==> src/rtl/row_window_buffer_fp16.sv <==
// row_window_buffer_fp16
// Turns a raster stream of fp16 pixels into 1 x WINDOW_WIDTH horizontal
// windows. Each window is centred on one pixel, and its column/row tags
// belong to that centre pixel. Taps that fall left of column 0 or right of
// column IMAGE_WIDTH-1 are padded with zero (BORDER_MODE 0) or with the
// nearest edge pixel (BORDER_MODE 1). At the end of each row the block
// stalls for HALF cycles while it emits the trailing windows.
//
// Ports
//   clk_i     clock; everything updates on the rising edge
//   rst_i     synchronous active-high reset
//   pixel_i   input pixel (raw fp bits, passed through bit-exact)
//   col_i     column of pixel_i
//   row_i     row of pixel_i
//   valid_i   pixel_i/col_i/row_i valid
//   ready_o   block can accept; a beat is accepted on valid_i && ready_o
//   window_o  window_o[0][k] holds column col_o-HALF+k
//   col_o     centre column of window_o
//   row_o     row of window_o
//   valid_o   single-cycle pulse per emitted window
module row_window_buffer_fp16 #(
    parameter int EXP_WIDTH     = 5,
    parameter int FRAC_WIDTH    = 10,
    parameter int WINDOW_WIDTH  = 3,
    parameter int IMAGE_WIDTH   = 640,
    parameter int BORDER_MODE   = 0,
    localparam int FP_WIDTH_REG = 1 + EXP_WIDTH + FRAC_WIDTH
) (
    input  logic                                               clk_i,
    input  logic                                               rst_i,
    input  logic [FP_WIDTH_REG-1:0]                            pixel_i,
    input  logic [15:0]                                        col_i,
    input  logic [15:0]                                        row_i,
    input  logic                                               valid_i,
    output logic                                               ready_o,
    output logic [0:0][WINDOW_WIDTH-1:0][FP_WIDTH_REG-1:0]     window_o,
    output logic [15:0]                                        col_o,
    output logic [15:0]                                        row_o,
    output logic                                               valid_o
);

    localparam int HALF = (WINDOW_WIDTH - 1) / 2;
    localparam int CW   = $clog2(WINDOW_WIDTH + 1);

    typedef enum logic [1:0] {
        FILL,
        STREAM,
        FLUSH
    } state_t;

    state_t                                            state_q, state_d;
    logic [CW-1:0]                                     fillCount_q, fillCount_d;
    logic [CW-1:0]                                     flushCount_q, flushCount_d;
    logic [WINDOW_WIDTH-1:0][FP_WIDTH_REG-1:0]         sr_q, sr_d;
    logic [15:0]                                       rowLatch_q, rowLatch_d;
    logic [FP_WIDTH_REG-1:0]                           leftEdge_q, leftEdge_d;
    logic [FP_WIDTH_REG-1:0]                           rightEdge_q, rightEdge_d;
    logic [0:0][WINDOW_WIDTH-1:0][FP_WIDTH_REG-1:0]    window_q, window_d;
    logic [15:0]                                       colOut_q, colOut_d;
    logic [15:0]                                       rowOut_q, rowOut_d;
    logic                                              validOut_q, validOut_d;

    logic                                              accept;
    logic [FP_WIDTH_REG-1:0]                           padLeft;
    logic [FP_WIDTH_REG-1:0]                           padRight;

    // The only time we refuse input is while the trailing windows of a row
    // are being pushed out; everything else accepts a beat every cycle.
    assign ready_o = (state_q != FLUSH);
    assign accept  = valid_i && ready_o;

    // Out-of-image taps either read as all-zero or repeat the pixel that was
    // latched when the first / last column of the row was accepted.
    assign padLeft  = (BORDER_MODE == 1) ? leftEdge_q  : '0;
    assign padRight = (BORDER_MODE == 1) ? rightEdge_q : '0;

    // Next-state logic. Each accepted beat (or each FLUSH cycle) shifts one
    // value into the top of the shift register. When a window is due, the
    // shifted register already holds columns centre-HALF..centre+HALF, so the
    // window is just the shifted register with border taps substituted. The
    // centre column is kept in col_o itself, which doubles as the column
    // counter: 0 on the first window of a row, +1 for every later one.
    always_comb begin : nextStateLogic
        int                      tapCol;
        logic                    emit;
        logic                    doShift;
        logic [FP_WIDTH_REG-1:0] shiftIn;
        logic [15:0]             centre;

        tapCol       = 0;
        emit         = 1'b0;
        doShift      = 1'b0;
        shiftIn      = '0;
        centre       = colOut_q;
        state_d      = state_q;
        fillCount_d  = fillCount_q;
        flushCount_d = flushCount_q;
        sr_d         = sr_q;
        rowLatch_d   = rowLatch_q;
        leftEdge_d   = leftEdge_q;
        rightEdge_d  = rightEdge_q;
        window_d     = window_q;
        colOut_d     = colOut_q;
        rowOut_d     = rowOut_q;
        validOut_d   = 1'b0;

        case (state_q)
            FILL: begin
                if (accept) begin
                    doShift = 1'b1;
                    shiftIn = pixel_i;
                    if (col_i == 16'd0) begin
                        fillCount_d = CW'(1);
                        rowLatch_d  = row_i;
                        leftEdge_d  = pixel_i;
                    end else if (fillCount_q == CW'(HALF)) begin
                        emit    = 1'b1;
                        centre  = 16'd0;
                        state_d = STREAM;
                    end else begin
                        fillCount_d = fillCount_q + CW'(1);
                    end
                end
            end
            STREAM: begin
                if (accept) begin
                    doShift = 1'b1;
                    shiftIn = pixel_i;
                    if (col_i == 16'd0) begin
                        state_d     = FILL;
                        fillCount_d = CW'(1);
                        rowLatch_d  = row_i;
                        leftEdge_d  = pixel_i;
                    end else begin
                        emit   = 1'b1;
                        centre = colOut_q + 16'd1;
                        if (col_i == 16'(IMAGE_WIDTH - 1)) begin
                            rightEdge_d  = pixel_i;
                            state_d      = FLUSH;
                            flushCount_d = '0;
                        end
                    end
                end
            end
            FLUSH: begin
                doShift = 1'b1;
                shiftIn = padRight;
                emit    = 1'b1;
                centre  = colOut_q + 16'd1;
                if (flushCount_q == CW'(HALF - 1)) begin
                    state_d     = FILL;
                    fillCount_d = '0;
                end else begin
                    flushCount_d = flushCount_q + CW'(1);
                end
            end
            default: begin
                state_d     = FILL;
                fillCount_d = '0;
            end
        endcase

        if (doShift) begin
            sr_d = {shiftIn, sr_q[WINDOW_WIDTH-1:1]};
        end

        if (emit) begin
            for (int k = 0; k < WINDOW_WIDTH; k++) begin
                tapCol = int'(centre) - HALF + k;
                if (tapCol < 0) begin
                    window_d[0][k] = padLeft;
                end else if (tapCol >= IMAGE_WIDTH) begin
                    window_d[0][k] = padRight;
                end else begin
                    window_d[0][k] = sr_d[k];
                end
            end
            colOut_d   = centre;
            rowOut_d   = rowLatch_q;
            validOut_d = 1'b1;
        end
    end

    // State and output registers; reset drops any partial row silently.
    always_ff @(posedge clk_i) begin
        if (rst_i) begin
            state_q      <= FILL;
            fillCount_q  <= '0;
            flushCount_q <= '0;
            sr_q         <= '0;
            rowLatch_q   <= '0;
            leftEdge_q   <= '0;
            rightEdge_q  <= '0;
            window_q     <= '0;
            colOut_q     <= '0;
            rowOut_q     <= '0;
            validOut_q   <= 1'b0;
        end else begin
            state_q      <= state_d;
            fillCount_q  <= fillCount_d;
            flushCount_q <= flushCount_d;
            sr_q         <= sr_d;
            rowLatch_q   <= rowLatch_d;
            leftEdge_q   <= leftEdge_d;
            rightEdge_q  <= rightEdge_d;
            window_q     <= window_d;
            colOut_q     <= colOut_d;
            rowOut_q     <= rowOut_d;
            validOut_q   <= validOut_d;
        end
    end

    assign window_o = window_q;
    assign col_o    = colOut_q;
    assign row_o    = rowOut_q;
    assign valid_o  = validOut_q;

endmodule

==> config.mk <==
export PLATFORM = sky130hd
export DESIGN_NAME = row_window_buffer_fp16
export DESIGN_NICKNAME = d
export VERILOG_FILES = /design/src/rtl/row_window_buffer_fp16.sv
export SDC_FILE = /design/constraint.sdc
export NUM_CORES = 1
export LEC_CHECK = 0
export BUFFER_PORTS_ARGS = -buffer_cell sky130_fd_sc_hd__buf_2
export CORE_ASPECT_RATIO = 0.7
export CORE_MARGIN = 4
export CORE_UTILIZATION = 30
export CTS_CLUSTER_DIAMETER = 100
export DETAILED_ROUTE_END_ITERATION = 7
export GPL_ROUTABILITY_DRIVEN = 0
export PLACE_DENSITY = 0.57
export RECOVER_POWER = 100
export SETUP_SLACK_MARGIN = 0.15
export SLEW_MARGIN = 20
export SYNTH_ARGS = -nofsm -noshare
export SYNTH_HDL_FRONTEND = slang
export SYNTH_SLANG_ARGS = --single-unit
export TNS_END_PERCENT = 50
==> constraint.sdc <==
create_clock -name clk_i -period 5.3 [get_ports clk_i]
set_input_delay 0.265 -clock clk_i [delete_from_list [all_inputs] [get_ports clk_i]]
set_output_delay 0.265 -clock clk_i [all_outputs]
set_load 0.03 [all_outputs]
==> metrics.txt <==
wire length after detailed routing=20000 um; latest clock arrival within the worst-skew pair=around 0.43 ns; starting density of the core=30.4%; final setup vio count=0; Port Buf Inserts=about 130; family of cells with the greatest summed delay on the critical path=simple AND/OR/NAND/NOR gates; list of cells traversed by the critical path=and2b_1 > nor2_4 > a21oi_1 > a22oi_2 > ha_1 > inv_1 > a211o_1 > nor4_2 > o21ai_0 > nor4_1 > nand2_1 > nor3_1 > clkbuf_2 > a22o_1; core area=22600 um2; maximum number of buffers from clock root to sink=2; DRT met1 WL=9600 um; number of nets produced by synthesis=858; initial antenna violation count=3; number of DRC markers after the initial detailed-route iteration=369; Area Growth Syn to Fin=20.1%; floorplan die area=25500 um2; highest net fanout along the worst path=16; top routing layer used=met5; run status=complete, but fails checks; number of instances in the synthesized netlist=approximately 800; number of enable-type register cells in the synthesized netlist=0; HPWL Detailed=roughly 14000 um; number of instances resized during post-cts repair=0; most frequent cell after synthesis=sky130_fd_sc_hd__nand2_1; clock root buffer=sky130_fd_sc_hd__clkbuf_16; area share of the largest cell type after synthesis=43.9%; share of the clock period used by the worst path after layout=90.1%; Worst Skew=around 0.011 ns; Register-to-Register Setup Slack=0.52 ns; GRT Util Overall=15.9%; number of buffers inserted by post-CTS setup repair=0; number of placement rows=between 40 and 50; leakage power of the design=3.04 nW; largest area contributor in the netlist=sky130_fd_sc_hd__dfxtp_1; startpoint of the lowest-slack hold path=row_i[0]; final antenna diode count=0; worst slew margin relative to its limit=-92.6%; Commonest cells post-synth=sky130_fd_sc_hd__nand2_1, sky130_fd_sc_hd__dfxtp_1, sky130_fd_sc_hd__a21oi_1; Hold Crit Class=in2reg; Die Width=189 um; P per Cell Area=around 350 nW/um2; number of vias after detailed routing=between 6000 and 7000; post-route worst setup slack=0.524 ns; final-report max-slew violation count=85; total stage count of the critical path=14; height of the chip=135 um; launch point of the worst reg-to-reg path=state_q[0]; distinct cell type count of the synthesized netlist=just over 80; number of cells on the worst reg-to-reg path=14; Post-Syn Area=6890 um2; final critical delay including setup and external delays=4.78 ns; routed wl met3=1690 um; Worst Path Arrival=5.14 ns; predominant post-synthesis flop cell=sky130_fd_sc_hd__dfxtp_1; Post-CTS Hold Fix Bufs=0; non-filler cells in the finished layout=1234; Avg Cell Area, Syn=8.59 um2; fraction of registers with async set/reset=0%; crit end category=flip-flop; total CTS buffers=17; vias in the first global route=roughly 6100; Final Core Density=36.6%; cell with the largest stage delay on the worst path=sky130_fd_sc_hd__dfxtp_1; cell types with the largest area share after synthesis=sky130_fd_sc_hd__dfxtp_1, sky130_fd_sc_hd__nand2_1, sky130_fd_sc_hd__a21oi_1; detail-routed via count per cell=5.13; clock tree from TritonCTS=yes; count of TritonRoute iterations in the first routing pass=5; Buf+Inv Stages, Crit Path=2; fraction of layout cells with a size suffix above 1=13.3%; DRC violation count after routing=0; Antenna Violating Nets Remaining=0; clock transition at the registers of the reported paths=0.06 ns; met2 WL post-DR=about 8400 um; number of register bits inferred by synthesis=151; routed length per placed instance=16.2 um; number of cells on the worst hold path=3; max-cap violation count=2; global-route wire length before repair=about 32000 um; unrepaired setup endpoints after global routing=no; Yosys Warn Count=0; final global-route overflow total=0; number of levels the H-tree was split into=4; number of fill cells=approximately 2400; actual slew at the worst max-slew pin=between 2 and 3 ns; maximum number of pins on one net before global-route repair=55; Slowest Stage Delay on Critical Path=0.63 ns; Critical Path Source Type=flip-flop; maximum frequency from static timing analysis=209 MHz; sequential-to-total area share from yosys stat=43.9%; net total in the final layout=967; Setup TNS=0 ns; total count of hold-check failures in the final report=0; violated checks=capacitance limit, slew limit; top-level port count=roughly 130; number of placed cells counting well taps=between 1000 and 1500; category of the critical setup timing path=reg2reg; critical path required time=approximately 5.7 ns; Peak VDD IR=0.221 mV; post-placement setup slack=0.562 ns; number of clock sinks=151; crit path launch=state_q[0]
==> worst min-delay path: cells and delay by family <==
family | cells | cell delay [ns]
buf+inv | 1 | 0.09
simple gates | 1 | 0.05
compound gates | 1 | 0.05
==> cell families (layout without fill, tap and decap cells) <==
family          after synthesis  in the layout  share of synthesized area [%]
simple gates                321            321                           22.0
xor+xnor                     15             15                           1.91
compound gates              220            220                           25.3
fa+ha+maj                     5              5                          0.909
buf+inv                      86            206                           5.45
flops                       151            151                           43.9
mux                           4              4                          0.582
==> per-stage QoR <==
| stage | cell area [um2] | hold WS (ns) | total power, mW |
|---|---|---|---|
| floorplan | 6890 | 0.345 | 1.47 |
| global placement | 7800 | 0.432 | 1.57 |
| detailed placement | 7830 | 0.442 | 1.58 |
| CTS | 8460 | 0.0510 | 2.91 |
| global route | 8270 | 0.0649 | 3.00 |
| finish | 8270 | 0.0811 | 2.86 |
==> per-layer routing <==
layer	up-vias	track usage [%]
met5	-	0
met4	6	4.49
met3	29	5.66
met2	231	23.5
met1	2953	22.0
li1	3109	-
==> registers in the layout, indices dropped and copies added, names as in the netlist <==
register,cells
row_o,16
flushCount_q,2
rowLatch_q,16
window_o,48
state_q,2
fillCount_q,2
col_o,16
valid_o,1
sr_q,48
==> cells in the final DEF (no fill, tap or decap), types with 4 or more instances in the layout <==
cell	netlist	layout
sky130_fd_sc_hd__o31ai_2	10	6
sky130_fd_sc_hd__inv_1	27	27
sky130_fd_sc_hd__nand3_1	16	17
sky130_fd_sc_hd__dfxtp_1	151	151
sky130_fd_sc_hd__o211ai_1	4	4
sky130_fd_sc_hd__xnor2_1	8	8
sky130_fd_sc_hd__nand2b_1	4	4
sky130_fd_sc_hd__and3_1	8	8
sky130_fd_sc_hd__bufinv_16	0	5
sky130_fd_sc_hd__a211oi_1	8	8
sky130_fd_sc_hd__clkbuf_1	37	85
sky130_fd_sc_hd__nand4_1	17	17
sky130_fd_sc_hd__a21oi_1	58	60
sky130_fd_sc_hd__mux2i_1	4	4
sky130_fd_sc_hd__o31ai_1	9	13
sky130_fd_sc_hd__o21ai_0	10	11
sky130_fd_sc_hd__a22oi_1	16	18
sky130_fd_sc_hd__nand2_1	167	167
sky130_fd_sc_hd__nor2_1	51	49
sky130_fd_sc_hd__nor4_1	10	11
sky130_fd_sc_hd__a22o_1	17	17
sky130_fd_sc_hd__buf_2	9	49
sky130_fd_sc_hd__buf_4	4	10
sky130_fd_sc_hd__a32o_1	16	16
sky130_fd_sc_hd__a21o_1	18	18
sky130_fd_sc_hd__o221ai_1	3	4
sky130_fd_sc_hd__ha_1	5	5
sky130_fd_sc_hd__xor2_1	7	7
sky130_fd_sc_hd__clkbuf_16	0	17
sky130_fd_sc_hd__nor3_1	19	20
==> cell type report <==
class	instances	area, um2	share of cell area (%)
Tap cell	312	390	4.72
Inverter	30	115	1.39
Multi-Input combinational cell	565	3430	41.5
Sequential cell	151	3020	36.6
Timing Repair Buffer	146	672	8.12
Clock buffer	18	439	5.31
Clock inverter	12	199	2.41
==> power by group <==
| group | internal, mW | switching (mW) |
|---|---|---|
| Combinational | 0.130 | 0.248 |
| Clock | 0.843 | 0.471 |
| Sequential | 1.16 | 0.0128 |
| Total | 2.13 | 0.731 |
==> worst paths after layout <==
kind | endpoint
worst max-delay path | window_o[7]
worst min-delay path | rowLatch_q[0]
worst max register to register | window_o[7]
worst min register to register | row_o[3]
Power figures use the tool's default switching activity.
